**config.mk**
```make
export PLATFORM = sky130hd
export DESIGN_NAME = tpg_timing_ctrl
export DESIGN_NICKNAME = d
export VERILOG_FILES = /design/src/rtl/tpg_pkg.sv /design/src/rtl/tpg_timing_check.sv /design/src/rtl/tpg_timing_ctrl.sv
export SDC_FILE = /design/constraint.sdc
export NUM_CORES = 1
export LEC_CHECK = 0
export CAP_MARGIN = 40
export CORE_MARGIN = 3
export CORE_UTILIZATION = 56
export DETAILED_ROUTE_END_ITERATION = 6
export PLACE_DENSITY_LB_ADDON = 0.12
export SYNTH_ARGS = -nofsm -noshare
export SYNTH_HDL_FRONTEND = slang
export SYNTH_SLANG_ARGS = --single-unit
```
**constraint.sdc**
```tcl
create_clock -name clk -period 3.71 [get_ports clk]
set_clock_uncertainty 0.05 [all_clocks]
set_input_delay 0.742 -clock clk [delete_from_list [all_inputs] [get_ports clk]]
set_output_delay 0.742 -clock clk [all_outputs]
set_load 0.02 [all_outputs]
```
**src/rtl/tpg_pkg.sv**
```systemverilog
// tpg_pkg: shared timing indices, controller state encoding and sizes for the TPG timing controller.
// No ports; imported by tpg_timing_check and tpg_timing_ctrl.
package tpg_pkg;
    localparam int NUM_TIMING = 10;
    localparam int NUM_H      = 5;
    localparam int IDX_HS_START   = 0;
    localparam int IDX_HS_END     = 1;
    localparam int IDX_HACT_START = 2;
    localparam int IDX_HACT_END   = 3;
    localparam int IDX_H_END      = 4;
    localparam int IDX_VS_START   = 5;
    localparam int IDX_VS_END     = 6;
    localparam int IDX_VACT_START = 7;
    localparam int IDX_VACT_END   = 8;
    localparam int IDX_V_END      = 9;
    typedef enum logic [1:0] {IDLE, PEND, APPLY, HOLD} state_e;
endpackage

```
**src/rtl/tpg_timing_check.sv**
```systemverilog
// tpg_timing_check: combinational validity check of one horizontal/vertical timing set.
// Ports: h_i  - five horizontal values indexed IDX_HS_START..IDX_H_END
//        v_i  - five vertical values indexed (IDX_VS_START..IDX_V_END) - NUM_H
//        valid_o - all sync/active ordering constraints hold
module tpg_timing_check
    import tpg_pkg::*;
#(
    parameter int H_BITS = 12,
    parameter int V_BITS = 12
) (
    input  logic [NUM_H-1:0][H_BITS-1:0] h_i,
    input  logic [NUM_H-1:0][V_BITS-1:0] v_i,
    output logic                         valid_o
);
    localparam int VB = NUM_H;
    logic h_ok;
    logic v_ok;
    assign h_ok = (h_i[IDX_HS_START] < h_i[IDX_HS_END]) && (h_i[IDX_HS_END] < h_i[IDX_H_END]) &&
                  (h_i[IDX_HACT_START] < h_i[IDX_HACT_END]) && (h_i[IDX_HACT_END] <= h_i[IDX_H_END]);
    assign v_ok = (v_i[IDX_VS_START-VB] < v_i[IDX_VS_END-VB]) && (v_i[IDX_VS_END-VB] < v_i[IDX_V_END-VB]) &&
                  (v_i[IDX_VACT_START-VB] < v_i[IDX_VACT_END-VB]) && (v_i[IDX_VACT_END-VB] <= v_i[IDX_V_END-VB]);
    assign valid_o = h_ok && v_ok;
endmodule

```
**src/rtl/tpg_timing_ctrl.sv**
```systemverilog
// tpg_timing_ctrl: stages host timing writes and commits them to the TPG at a frame boundary under reset.
// Ports: clk/rst          - clock, synchronous active-high reset
//        tpg_en           - TPG enable
//        cfg_we/addr/wdata - staging write (ignored while busy, addr 10-15 ignored)
//        commit_req       - level request; answered by a one-cycle commit_ack or commit_err
//        busy             - commit in progress (PEND/APPLY/HOLD)
//        vs_q             - TPG vsync, rising edge marks a frame boundary
//        tpg_rst_n        - TPG reset, low while a new set is applied
//        tHS_START..tV_END - active timing set
//        frame_cnt        - vsync rising edges since the last commit
module tpg_timing_ctrl
    import tpg_pkg::*;
#(
    parameter int H_BITS       = 12,
    parameter int V_BITS       = 12,
    parameter int RST_CYC      = 4,
    parameter int PEND_TIMEOUT = 4194304,
    parameter int FC_BITS      = 16
) (
    input  logic               clk,
    input  logic               rst,
    input  logic               tpg_en,
    input  logic               cfg_we,
    input  logic [3:0]         cfg_addr,
    input  logic [15:0]        cfg_wdata,
    input  logic               commit_req,
    output logic               commit_ack,
    output logic               commit_err,
    output logic               busy,
    input  logic               vs_q,
    output logic               tpg_rst_n,
    output logic [H_BITS-1:0]  tHS_START,
    output logic [H_BITS-1:0]  tHS_END,
    output logic [H_BITS-1:0]  tHACT_START,
    output logic [H_BITS-1:0]  tHACT_END,
    output logic [H_BITS-1:0]  tH_END,
    output logic [V_BITS-1:0]  tVS_START,
    output logic [V_BITS-1:0]  tVS_END,
    output logic [V_BITS-1:0]  tVACT_START,
    output logic [V_BITS-1:0]  tVACT_END,
    output logic [V_BITS-1:0]  tV_END,
    output logic [FC_BITS-1:0] frame_cnt
);
    localparam int TO_W = $clog2(PEND_TIMEOUT + 1);
    localparam int HC_W = $clog2(RST_CYC + 1);
    state_e                        state_q, state_d;
    logic [NUM_H-1:0][H_BITS-1:0]  h_stg_q, h_stg_d, h_act_q, h_act_d;
    logic [NUM_H-1:0][V_BITS-1:0]  v_stg_q, v_stg_d, v_act_q, v_act_d;
    logic [TO_W-1:0]               to_q, to_d;
    logic [HC_W-1:0]               hc_q, hc_d;
    logic [FC_BITS-1:0]            fc_q, fc_d;
    logic                          ack_q, ack_d, err_q, err_d, run_q, run_d, rstn_q, rstn_d, vs_prev_q;
    logic                          valid, vs_edge, unused_wdata;
    logic [2:0]                    v_idx;
    tpg_timing_check #(.H_BITS(H_BITS), .V_BITS(V_BITS)) u_check (
        .h_i     (h_stg_q),
        .v_i     (v_stg_q),
        .valid_o (valid)
    );
    assign vs_edge      = vs_q & ~vs_prev_q;
    // addresses 5..9 map to vertical slots 0..4 modulo 8
    assign v_idx        = cfg_addr[2:0] - 3'd5;
    assign unused_wdata = ^cfg_wdata;
    always_comb begin
        state_d = state_q;
        h_stg_d = h_stg_q;
        v_stg_d = v_stg_q;
        h_act_d = h_act_q;
        v_act_d = v_act_q;
        to_d    = to_q;
        hc_d    = hc_q;
        fc_d    = fc_q;
        ack_d   = 1'b0;
        err_d   = 1'b0;
        run_d   = run_q;
        rstn_d  = run_q & tpg_en;
        if (cfg_we && state_q == IDLE) begin
            if (cfg_addr < 4'd5) h_stg_d[cfg_addr[2:0]] = cfg_wdata[H_BITS-1:0];
            else if (cfg_addr < 4'd10) v_stg_d[v_idx] = cfg_wdata[V_BITS-1:0];
        end
        case (state_q)
            IDLE: begin
                if (vs_edge) fc_d = fc_q + 1'b1;
                // a request still high during the ack/err pulse belongs to the finished commit
                if (commit_req && !ack_q && !err_q) begin
                    if (!valid) err_d = 1'b1;
                    else if (run_q && tpg_en) begin
                        state_d = PEND;
                        to_d    = '0;
                    end else state_d = APPLY;
                end
            end
            PEND: begin
                to_d = to_q + 1'b1;
                if (vs_edge || !tpg_en || to_q == TO_W'(PEND_TIMEOUT - 1)) state_d = APPLY;
            end
            APPLY: begin
                h_act_d = h_stg_q;
                v_act_d = v_stg_q;
                rstn_d  = 1'b0;
                hc_d    = HC_W'(RST_CYC - 1);
                fc_d    = '0;
                state_d = HOLD;
            end
            HOLD: begin
                rstn_d = 1'b0;
                hc_d   = hc_q - 1'b1;
                if (hc_q == '0) begin
                    state_d = IDLE;
                    ack_d   = 1'b1;
                    run_d   = 1'b1;
                    rstn_d  = tpg_en;
                end
            end
            default: state_d = IDLE;
        endcase
    end
    always_ff @(posedge clk) begin
        if (rst) begin
            state_q   <= IDLE;
            h_stg_q   <= '0;
            v_stg_q   <= '0;
            h_act_q   <= '0;
            v_act_q   <= '0;
            to_q      <= '0;
            hc_q      <= '0;
            fc_q      <= '0;
            ack_q     <= 1'b0;
            err_q     <= 1'b0;
            run_q     <= 1'b0;
            rstn_q    <= 1'b0;
            vs_prev_q <= 1'b0;
        end else begin
            state_q   <= state_d;
            h_stg_q   <= h_stg_d;
            v_stg_q   <= v_stg_d;
            h_act_q   <= h_act_d;
            v_act_q   <= v_act_d;
            to_q      <= to_d;
            hc_q      <= hc_d;
            fc_q      <= fc_d;
            ack_q     <= ack_d;
            err_q     <= err_d;
            run_q     <= run_d;
            rstn_q    <= rstn_d;
            vs_prev_q <= vs_q;
        end
    end
    assign busy        = state_q != IDLE;
    assign commit_ack  = ack_q;
    assign commit_err  = err_q;
    assign tpg_rst_n   = rstn_q;
    assign frame_cnt   = fc_q;
    assign tHS_START   = h_act_q[IDX_HS_START];
    assign tHS_END     = h_act_q[IDX_HS_END];
    assign tHACT_START = h_act_q[IDX_HACT_START];
    assign tHACT_END   = h_act_q[IDX_HACT_END];
    assign tH_END      = h_act_q[IDX_H_END];
    assign tVS_START   = v_act_q[IDX_VS_START-NUM_H];
    assign tVS_END     = v_act_q[IDX_VS_END-NUM_H];
    assign tVACT_START = v_act_q[IDX_VACT_START-NUM_H];
    assign tVACT_END   = v_act_q[IDX_VACT_END-NUM_H];
    assign tV_END      = v_act_q[IDX_V_END-NUM_H];
endmodule
```
# Yosys cells after proc, flatten, opt, wreduce, memory -nomap -nowiden
# Cells that the tools add are included.
# Widths: inputs -> output; s select.
op_classes:
  addsub: 4
  order_cmp: 14
  eq_ne: 10
  n_mux: 23
  bitwise_logic: 7
  reduce_logical: 32
ops:
  columns: ["operator", "n"]
  rows:
  - ["$bwmux 60", 2]
  - ["$demux 12 s3", 2]
  - ["$lt 12x12->1", 6]
  - ["$mux 23", 3]
  - ["$pmux 23 s2", 1]
  - ["$pmux 16 s2", 1]
  - ["$le 12x12->1", 2]
  - ["$mux 12", 2]
  - ["$add 23x1->23 const B", 1]
  - ["$eq 23x22->1 const B", 1]
  - ["$add 16x1->16 const B", 1]
  - ["$mux 16", 1]
  - ["$logic_and 1x1->1", 13]
  - ["$mux 2", 5]
  - ["$lt 3x4->1 const B", 2]
  - ["$ne 2x2->1 const B", 4]
  - ["$pmux 2 s4", 1]
  - ["$reduce_and 4->1", 2]
  - ["$reduce_bool 2->1", 4]
  - ["$ge 3x1->1 const B", 2]
  - ["$pmux 3 s2", 1]
  - ["$reduce_and 2->1", 3]
  - ["$not 1->1", 5]
  - ["$eq 2x2->1 const B", 2]
  - ["other kinds (16)", 23]
totals:
  regBits: 289
  inputBits: 26
  output_inout_bits: 140
  wordCells: 119

# Depth between registers and ports, before layout
# Gate-level depths: netlist of the first run.
logic_depth:
  word_depth: 8
  depth_mapped: 11
  mapped_depth_nobuf: 9

# By module
# Synthesis of the first run repeated with hierarchy kept, for this count alone.
hier_totals:
  hier_cells: 1406
  hier_area_um2: 13096.3
modules_own_cells:
  columns: ["module", "n_inst", "cells_per_inst", "area_per_inst_um2", "seq_area_each_um2"]
  rows:
  - ["tpg_timing_ctrl", 1, 1116, 10924.2, 5785.5]
  - ["tpg_timing_check", 1, 290, 2172.1, 0.0]

# Worst setup path before layout of the first run
# Ideal clock, no wire load.
synth_path:
  path_kind: "flip-flop to flip-flop"
  from: "register h_stg_q[23] (netlist bit)"
  to: "register state_q[0]"
  setup_ns: 0.123
  t_arrival_ns: 2.465
  required_ns: 3.537
  slack_ns: 1.071
  stages_incl_launch_ff: 10
  n_path_buf: 0
  period_less_slack_ns: 2.639
  cell_sequence: "dfxtp_1 inv_1 ha_1 a222oi_1 o21ai_1 nor4_2 nand4b_2 or4_1 o22ai_2 mux2_1"
synth_via:
  elab_chain_cells: 7
  elab_cells_between_ends: 8
  classes_between: "order compare (2); eq/ne (1); reduce/logical (5)"
synth_lines:
  columns: ["item", "line_no", "text"]
  rows:
  - ["from (decl)", "tpg_timing_ctrl.sv:47", "logic [NUM_H-1:0][H_BITS-1:0] h_stg_q, h_stg_d, h_act_q, h_act_d;"]
  - ["from (signal assigned)", "tpg_timing_ctrl.sv:135", "h_stg_q <= h_stg_d;"]
  - ["$lt 12x12->1", "tpg_timing_check.sv:18", "assign h_ok = (h_i[IDX_HS_START] < h_i[IDX_HS_END]) && (h_i[IDX_HS_END] < h_i[IDX_H_END]) &&"]
  - ["$logic_and 1x1->1 (*) (2 in series)", "tpg_timing_check.sv:18", null]
  - ["$logic_and 1x1->1 (*)", "tpg_timing_check.sv:19", "(h_i[IDX_HACT_START] < h_i[IDX_HACT_END]) && (h_i[IDX_HACT_END] <= h_i[IDX_H_END]);"]
  - ["$logic_and 1x1->1 (*)", "tpg_timing_check.sv:22", "assign valid_o = h_ok && v_ok;"]
  - ["$ne 2x2->1 (no line) (*)", null, null]
  - ["$reduce_and 4->1 (no line) (*)", null, null]
  - ["to (signal assigned)", "tpg_timing_ctrl.sv:134", "state_q <= state_d;"]
  - ["to (decl)", "tpg_timing_ctrl.sv:46", "state_e state_q, state_d;"]
# Mark *: on every way between the ends. The rest lies on a longest branch, timed or not.
# A chain may end at the register's enable or synchronous reset.

# Final worst setup path of the first run
layout_path:
  from: "register state_q[0]"
  to: "output busy"
layout_via:
  elab_chain_cells: 1
layout_lines:
  columns: ["item", "line_no", "text"]
  rows:
  - ["$reduce_bool 2->1", "tpg_timing_ctrl.sv:149", "assign busy = state_q != IDLE;"]
  - ["to (decl)", "tpg_timing_ctrl.sv:29", "output logic busy,"]
# No other way between the ends.

==> results of run 1 <==
## cells by family after synthesis
logic type	after synthesis
buffers and inverters	175
multiplexers	213
AO/OA/AOI/OAI	184
AND/OR/NAND/NOR	564
flip-flops	289
XOR/XNOR	12
adder cells (fa/ha/maj)	99
## flip-flops by register name (all words and copies together), names as in the netlist, 2 cells and up
register,cells
frame_cnt,16
h_stg_q,60
hc_q,3
state_q,2
tHACT_END,12
tHACT_START,12
tHS_END,12
tHS_START,12
tH_END,12
tVACT_END,12
tVACT_START,12
tVS_END,12
tVS_START,12
tV_END,12
to_q,23
v_stg_q,60
## path summary, 6_finish.rpt
kind / cells past startpoint / slack (ns) / from / endpoint
worst min register to register: 2 / 0.43 / h_stg_q[25]$_SDFFE_PP0P_ / h_stg_q[25]$_SDFFE_PP0P_
worst max-delay path: 5 / 0.40 / state_q[0]$_SDFFE_PP0P_ / busy
worst min-delay path: 2 / 0.43 / h_stg_q[25]$_SDFFE_PP0P_ / h_stg_q[25]$_SDFFE_PP0P_
worst max register to register: 10 / 0.57 / h_stg_q[23]$_SDFFE_PP0P_ / state_q[0]$_SDFFE_PP0P_
## layer usage
layer	routed length [um]	vias up	share of wire, %
li1	-	5604	-
met1	16900	5387	46
met2	16800	366	46
met3	2510	56	6.8
met4	583	2	1.6
met5	12	-	0.033
## worst register-to-register path, delay by kind of cell (launching register included)
family | cells | cell delay (ns)
DFF | 1 | 0.42
adders and majority gates | 1 | 0.32
buffers and inverters | 2 | 0.33
muxes | 1 | 0.33
and+or+nand+nor | 3 | 0.95
AOI/OAI and AO/OA | 3 | 0.63
## metrics by stage
stage | area, um2 | hold slack (ns) | util (%) | worst slack, ns
after floorplan | 13700 | 0.393 | - | 1.07
after global placement | 15600 | 0.411 | 65.6 | 0.418
after detailed placement | 15600 | 0.414 | 65.8 | 0.354
after CTS | 16600 | 0.425 | 69.8 | 0.387
after global routing | 16600 | 0.461 | 69.8 | 0.271
final | 16600 | 0.429 | 69.8 | 0.402
## power by group
group          internal (mW)  switching [mW]  leakage (nW)  total [mW]
sequential              3.13          0.0356          2.33        3.17
combinational          0.276           0.450          3.64       0.726
clock                   1.73            1.23         0.469        2.95
total                   5.14            1.71          6.44        6.85
## cells in the mapped netlist, drive strengths merged, types with 3 or more instances
cell | count | area [um2]
dfxtp | 289 | 5790
nor2 | 260 | 976
mux2i | 207 | 2070
nand2 | 121 | 454
ha | 99 | 1240
inv | 79 | 297
a21oi | 76 | 380
clkbuf | 62 | 233
nand3 | 41 | 218
buf | 33 | 145
nand4 | 31 | 194
o21ai | 26 | 134
nor3 | 23 | 131
and3 | 13 | 82.6
o211ai | 12 | 90.1
or3 | 12 | 75.1
nor3b | 11 | 82.6
nor4 | 10 | 83.8
xor2 | 10 | 87.6
a31oi | 9 | 56.3
or4 | 9 | 71.3
a211oi | 8 | 60.1
a21o | 8 | 60.1
a41oi | 8 | 70.1
nor2b | 8 | 50.1
o2111ai | 7 | 61.3
mux2 | 6 | 67.6
nand2b | 6 | 37.5
o22ai | 6 | 43.8
a22oi | 5 | 37.5
nor4b | 5 | 43.8
nand4b | 4 | 41.3
and2 | 3 | 18.8
o31ai | 3 | 22.5
## final cells by class
class                           instances  area, um2
Tap cell                              319        399
Clock inverter                         13        153
Fill cell                            1874       7160
Sequential cell                       289       5790
Clock buffer                           40        807
Antenna cell                            1       2.50
Timing Repair Buffer                  188       1850
Inverter                               80        300
Multi-Input combinational cell       1072       7290
==> impl_metrics.json, run 1 <==
{
  "outcome": "complete, no violations",
  "gp_congestion": 0.882,
  "cpPeakStageDelay_ns": 0.63,
  "clk_latency_ns": 0.55,
  "min_path_type": "reg2reg",
  "std_cell_rows": 56,
  "overflow": 0,
  "grt_max_degree": 79,
  "core_region_area_um2": 23800,
  "cts-root-buf": "clkbuf_16",
  "crit_buf_inv": 4,
  "grtUsageMet2_pct": 44.3,
  "syn_area_per_cell_um2": 8.93,
  "grt_pass1_wl_um": 58900,
  "portBuffers": 161,
  "cts_resized": 0,
  "worstPathArrival_ns": 2.52,
  "timing.fmax_mhz": 302,
  "finalSetupViolations": 0,
  "crit_slowest_cell": "clkdlybuf4s50_1",
  "grt_setup_unrepaired": "false",
  "clkTransAtPathRegs_ns": 0.06,
  "die_x_um": 163,
  "routed-via-count": 11400,
  "vdd_drop_max_uv": 419,
  "final_cell_mix": "289 x dfxtp_1, 260 x nor2_1, 207 x mux2i_1",
  "h-tree-depth": 1,
  "drt_iter0_drc": 955,
  "cts_buffers": 29,
  "ant_nets": 0,
  "layout_commonest_cell": "dfxtp_1",
  "antenna_found_initial": 1,
  "synth-adder-area-share_pct": 9.03,
  "period_share_pct": 89.2,
  "power_density_nw_per_um2": 413,
  "start_util_pct": 57.8,
  "nets": 1785,
  "synth_compound_area_share_pct": 8.41,
  "finalPower_mw": 6.85,
  "synthFlopType": "dfxtp_1",
  "synth_top_family_by_area": "simple AND/OR/NAND/NOR gates",
  "fin_crit_ns": 3.31,
  "cap_violations": 0,
  "busiest_layer": "met2",
  "ioPinCount": 166,
  "ys_ff_latch": 289,
  "detail_route.wirelength_um": 36700,
  "place_hpwl_um": 25700,
  "leakage_nw": 6.44,
  "area_growth_pct": 20.9,
  "dieArea_um2": 26400,
  "yosys.area_share.xor_xnor_pct": 0.766,
  "grt_util_met3_pct": 3.81,
  "syn-num-nets": 1661,
  "synth_cell_types": 65,
  "crit_chain": "inv_1 > ha_1 > buf_4 > clkinv_1 > clkdlybuf4s50_1",
  "final_cells": 2002,
  "finalSetupTns_ns": 0,
  "drc": 0,
  "critPathCaptureType": "output pin",
  "crit_fanout": 31,
  "die_h_um": 163,
  "worst_pin_slew_ns": 0.815,
  "yosys_warnings": 0,
  "grt_pass1_vias": 10800,
  "path_delay_family": "buffers and inverters",
  "drive_gt1_share_pct": 5.59,
  "viasPerCell": 5.70,
  "synth.cell_area_um2": 13700,
  "hold_viol_final": 0,
  "clockBufferDepth": 3,
  "cts_tree": "done",
  "synth_simple_gate_area_share_pct": 19.1,
  "cp.required_ns": 2.92,
  "clkSinkCount": 289,
  "dp_cells": 1948,
  "slew_violations": 0,
  "synth-seq-area-share_pct": 42.2,
  "gr-usage-all-layers_pct": 27.3,
  "path_class": "reg2out",
  "avgRoutedWirePerCell_um": 18.3,
  "drt_pass1_iterations": 6,
  "synthMuxAreaShare_pct": 15.6,
  "slew_headroom_pct": 45.6,
  "postCtsSetupRepairBufs": 0,
  "async_flop_share_pct": 0,
  "postCtsHoldBufs": 0,
  "grt_util_met1_pct": 39.1,
  "synth_edf_count": 0,
  "critPathLaunchType": "register",
  "syn_inst": 1536
}
No activity file was read; power rests on OpenSTA's default activity.
==> inputs of run 2 (changes only) <==
--- a/config.mk
+++ b/config.mk
@@ -13,3 +13,4 @@
 export SYNTH_ARGS = -nofsm -noshare
 export SYNTH_HDL_FRONTEND = slang
 export SYNTH_SLANG_ARGS = --single-unit
+export TNS_END_PERCENT = 1
==> results of run 2 <==
Same layout as run 1: the final DEF is identical, and so are final timing and power.
==> inputs of run 3 (changes only) <==
--- a/config.mk
+++ b/config.mk
@@ -5,6 +5,7 @@
 export SDC_FILE = /design/constraint.sdc
 export NUM_CORES = 1
 export LEC_CHECK = 0
+export ABC_AREA = 0
 export CAP_MARGIN = 40
 export CORE_MARGIN = 3
 export CORE_UTILIZATION = 56
==> results of run 3 <==
Same layout as run 1: the final DEF is identical, and so are final timing and power.
==> edit (config.mk and constraints of run 1) <==
`V_BITS` is set to 12 in 2 places; all go to 16.
--- a/src/rtl/tpg_timing_check.sv
+++ b/src/rtl/tpg_timing_check.sv
@@ -6,7 +6,7 @@
     import tpg_pkg::*;
 #(
     parameter int H_BITS = 12,
-    parameter int V_BITS = 12
+    parameter int V_BITS = 16
 ) (
     input  logic [NUM_H-1:0][H_BITS-1:0] h_i,
     input  logic [NUM_H-1:0][V_BITS-1:0] v_i,
--- a/src/rtl/tpg_timing_ctrl.sv
+++ b/src/rtl/tpg_timing_ctrl.sv
@@ -12,7 +12,7 @@
     import tpg_pkg::*;
 #(
     parameter int H_BITS       = 12,
-    parameter int V_BITS       = 12,
+    parameter int V_BITS       = 16,
     parameter int RST_CYC      = 4,
     parameter int PEND_TIMEOUT = 4194304,
     parameter int FC_BITS      = 16
Ports: changed (5 resized); port bits go from 166 to 186. The function was not compared with the original's and may differ.
==> edit against run 1 <==
Wire length up 7.1%; global-route usage decreased by 0.55 points; synthesized cell count grew 3.6%; largest cell class unchanged; setup slack improved by 230 ps; critical path type unchanged; cell area is 10% higher; sequential power increased by 15%; total power up 26%; cell count increased by 4.9%; sequential cell count up 40; largest power group is now the clock network; non-clock buffer count up 11; synthesized area up 8.9%; clock power grew 31%; count of clock-buffer cells in the layout is 11 higher.
==> edit: results (changes against run 1) <==
Status = finished clean
Leak = 7.528 nW (+17%)
Placer Congestion = 0.8801 (-0.24%)
Largest regs = v_stg_q: 80 flops, h_stg_q: 60 flops, to_q: 23 flops
Antenna cell count = 0 (-1)
Peak VDD IR = 0.0003648 V (-13%)
Hold path cells = 1 (-1)
Worst setup startpoint = state_q[0]
Via density = 5.650 (-0.91%)
Clock slew at reported path FFs = 60 ps (about the same)
First-pass GRT wire length = 61.69 mm (+4.7%)
Sequential fraction of the synthesis area = 44.06% (+1.9 points)
Fin cells = 2100 (+4.9%)
Worst Tran Pin Value = 1141 ps (+325.1 ps)
CP arrival = 2290 ps (-230 ps)
Critical path fanouts, max = 12 (-61%)
Initial antenna violation count = 0 (-1)
All-Layer GR Usage = 26.77% (-0.55 points)
CTS H-tree depth = 2 (+1)
Mapped Cells = 1592 (+3.6%)
Vias in the first global route = 11.35k (+4.9%)
Share of layout cells above drive strength 1 = 5.156% (-0.43 points)
Min-delay src = hc_q[0]
Fill cell count = 2043 (+9.0%)
Placed instance count = 2037 (+4.6%)
DR iter-0 viols = 850 (-11%)
Drt pass-1 iters = 5 (-1)
Largest net degree at the start of global routing = 220 (+180%)
TritonCTS buffer count = 35 (+21%)
Final net count = 1880 (+5.3%)
R2R depth = 10 (unchanged)
Root buf cell = clkbuf_16
Ranking of synthesized cells by area = dfxtp_1, mux2i_1, ha_1, nor2_1, inv_1
Most frequent cells after synthesis = dfxtp_1, nor2_1, mux2i_1, ha_1, inv_1
Distinct cells, synth = 64 (-1.5%)
Ys async rst share = 0% (unchanged)
Worst min path class = reg -> reg
Clock latency on the worst-skew pair = 510 ps (-40 ps)
Reg2reg start = v_stg_q[54]
Max clock buf depth = 3 (unchanged)
HPWL after detailed placement = 26.98 mm (+4.9%)
Syn nets = 1733 (+4.3%)
DR WL/cell = 18.72 um (+2.1%)
Port Buffers = 185 (+15%)
edit: changes by cell type after synthesis, moves of 10 or more:
| cell | change |
|---|---|
| a21oi_1 | -27 |
| a22o_1 | +21 |
| dfxtp_1 | +40 |
| ha_1 | +16 |
| inv_1 | +16 |
| mux2i_1 | +63 |
| nand2_1 | -46 |
| nand3_1 | -19 |
| nand4_1 | -12 |
| nor2_1 | +58 |
| o21ai_0 | +17 |
| o21ai_1 | -10 |
edit: report_power, final:
group          switching [mW]  internal (mW)  leakage (nW)
combinational           0.669          0.470          4.25
clock                    1.40           2.45         0.626
sequential             0.0639           3.60          2.65
edit: final timing paths:
kind              to  slack [ps]
max             busy         630
min          hc_q[0]         420
max reg2reg  to_q[2]         640
min reg2reg  hc_q[0]         420
edit: metal layers:
| layer | part of all wire [%] | vias to the layer above | GRT usage (%) |
|---|---|---|---|
| li1 | - | 5758 | - |
| met1 | 44 | 5674 | 34.95 |
| met2 | 47 | 333 | 44.86 |
| met3 | 5.0 | 100 | 4.053 |
| met4 | 4.1 | 0 | 10.63 |
| met5 | 0 | - | 0 |
edit: through the flow:
step	setup slack [ps]	area, um2
finish	631.3	18300
global route	482.4	18300
CTS	639.0	18300
detailed placement	385.3	17010
global placement	517.6	17010
floorplan	772.3	14950
edit: cell type report:
cell class | instances | area share [%]
Timing Repair Buffer | 199 | 10.85
Tap cell | 335 | 2.291
Sequential cell | 329 | 36.00
Clock buffer | 51 | 5.731
Inverter | 95 | 1.949
Multi-Input combinational cell | 1079 | 41.86
Clock inverter | 12 | 1.313
edit: logic make-up (layout without fill, tap and decap cells):
group	Yosys count	count (layout)	synth area share, %
flops	329	329	44.06
mux	271	271	18.16
xor+xnor	11	11	0.6446
compound gates	170	170	7.576
buf+inv	184	357	4.897
fa+ha+maj	115	115	9.627
simple gates	512	512	15.03
edit: worst max-delay path, cell delays in order (launching register included):
cell	delay (ps)
dfxtp_1	400
inv_1	110
ha_1	370
inv_1	260
clkdlybuf4s50_1	650
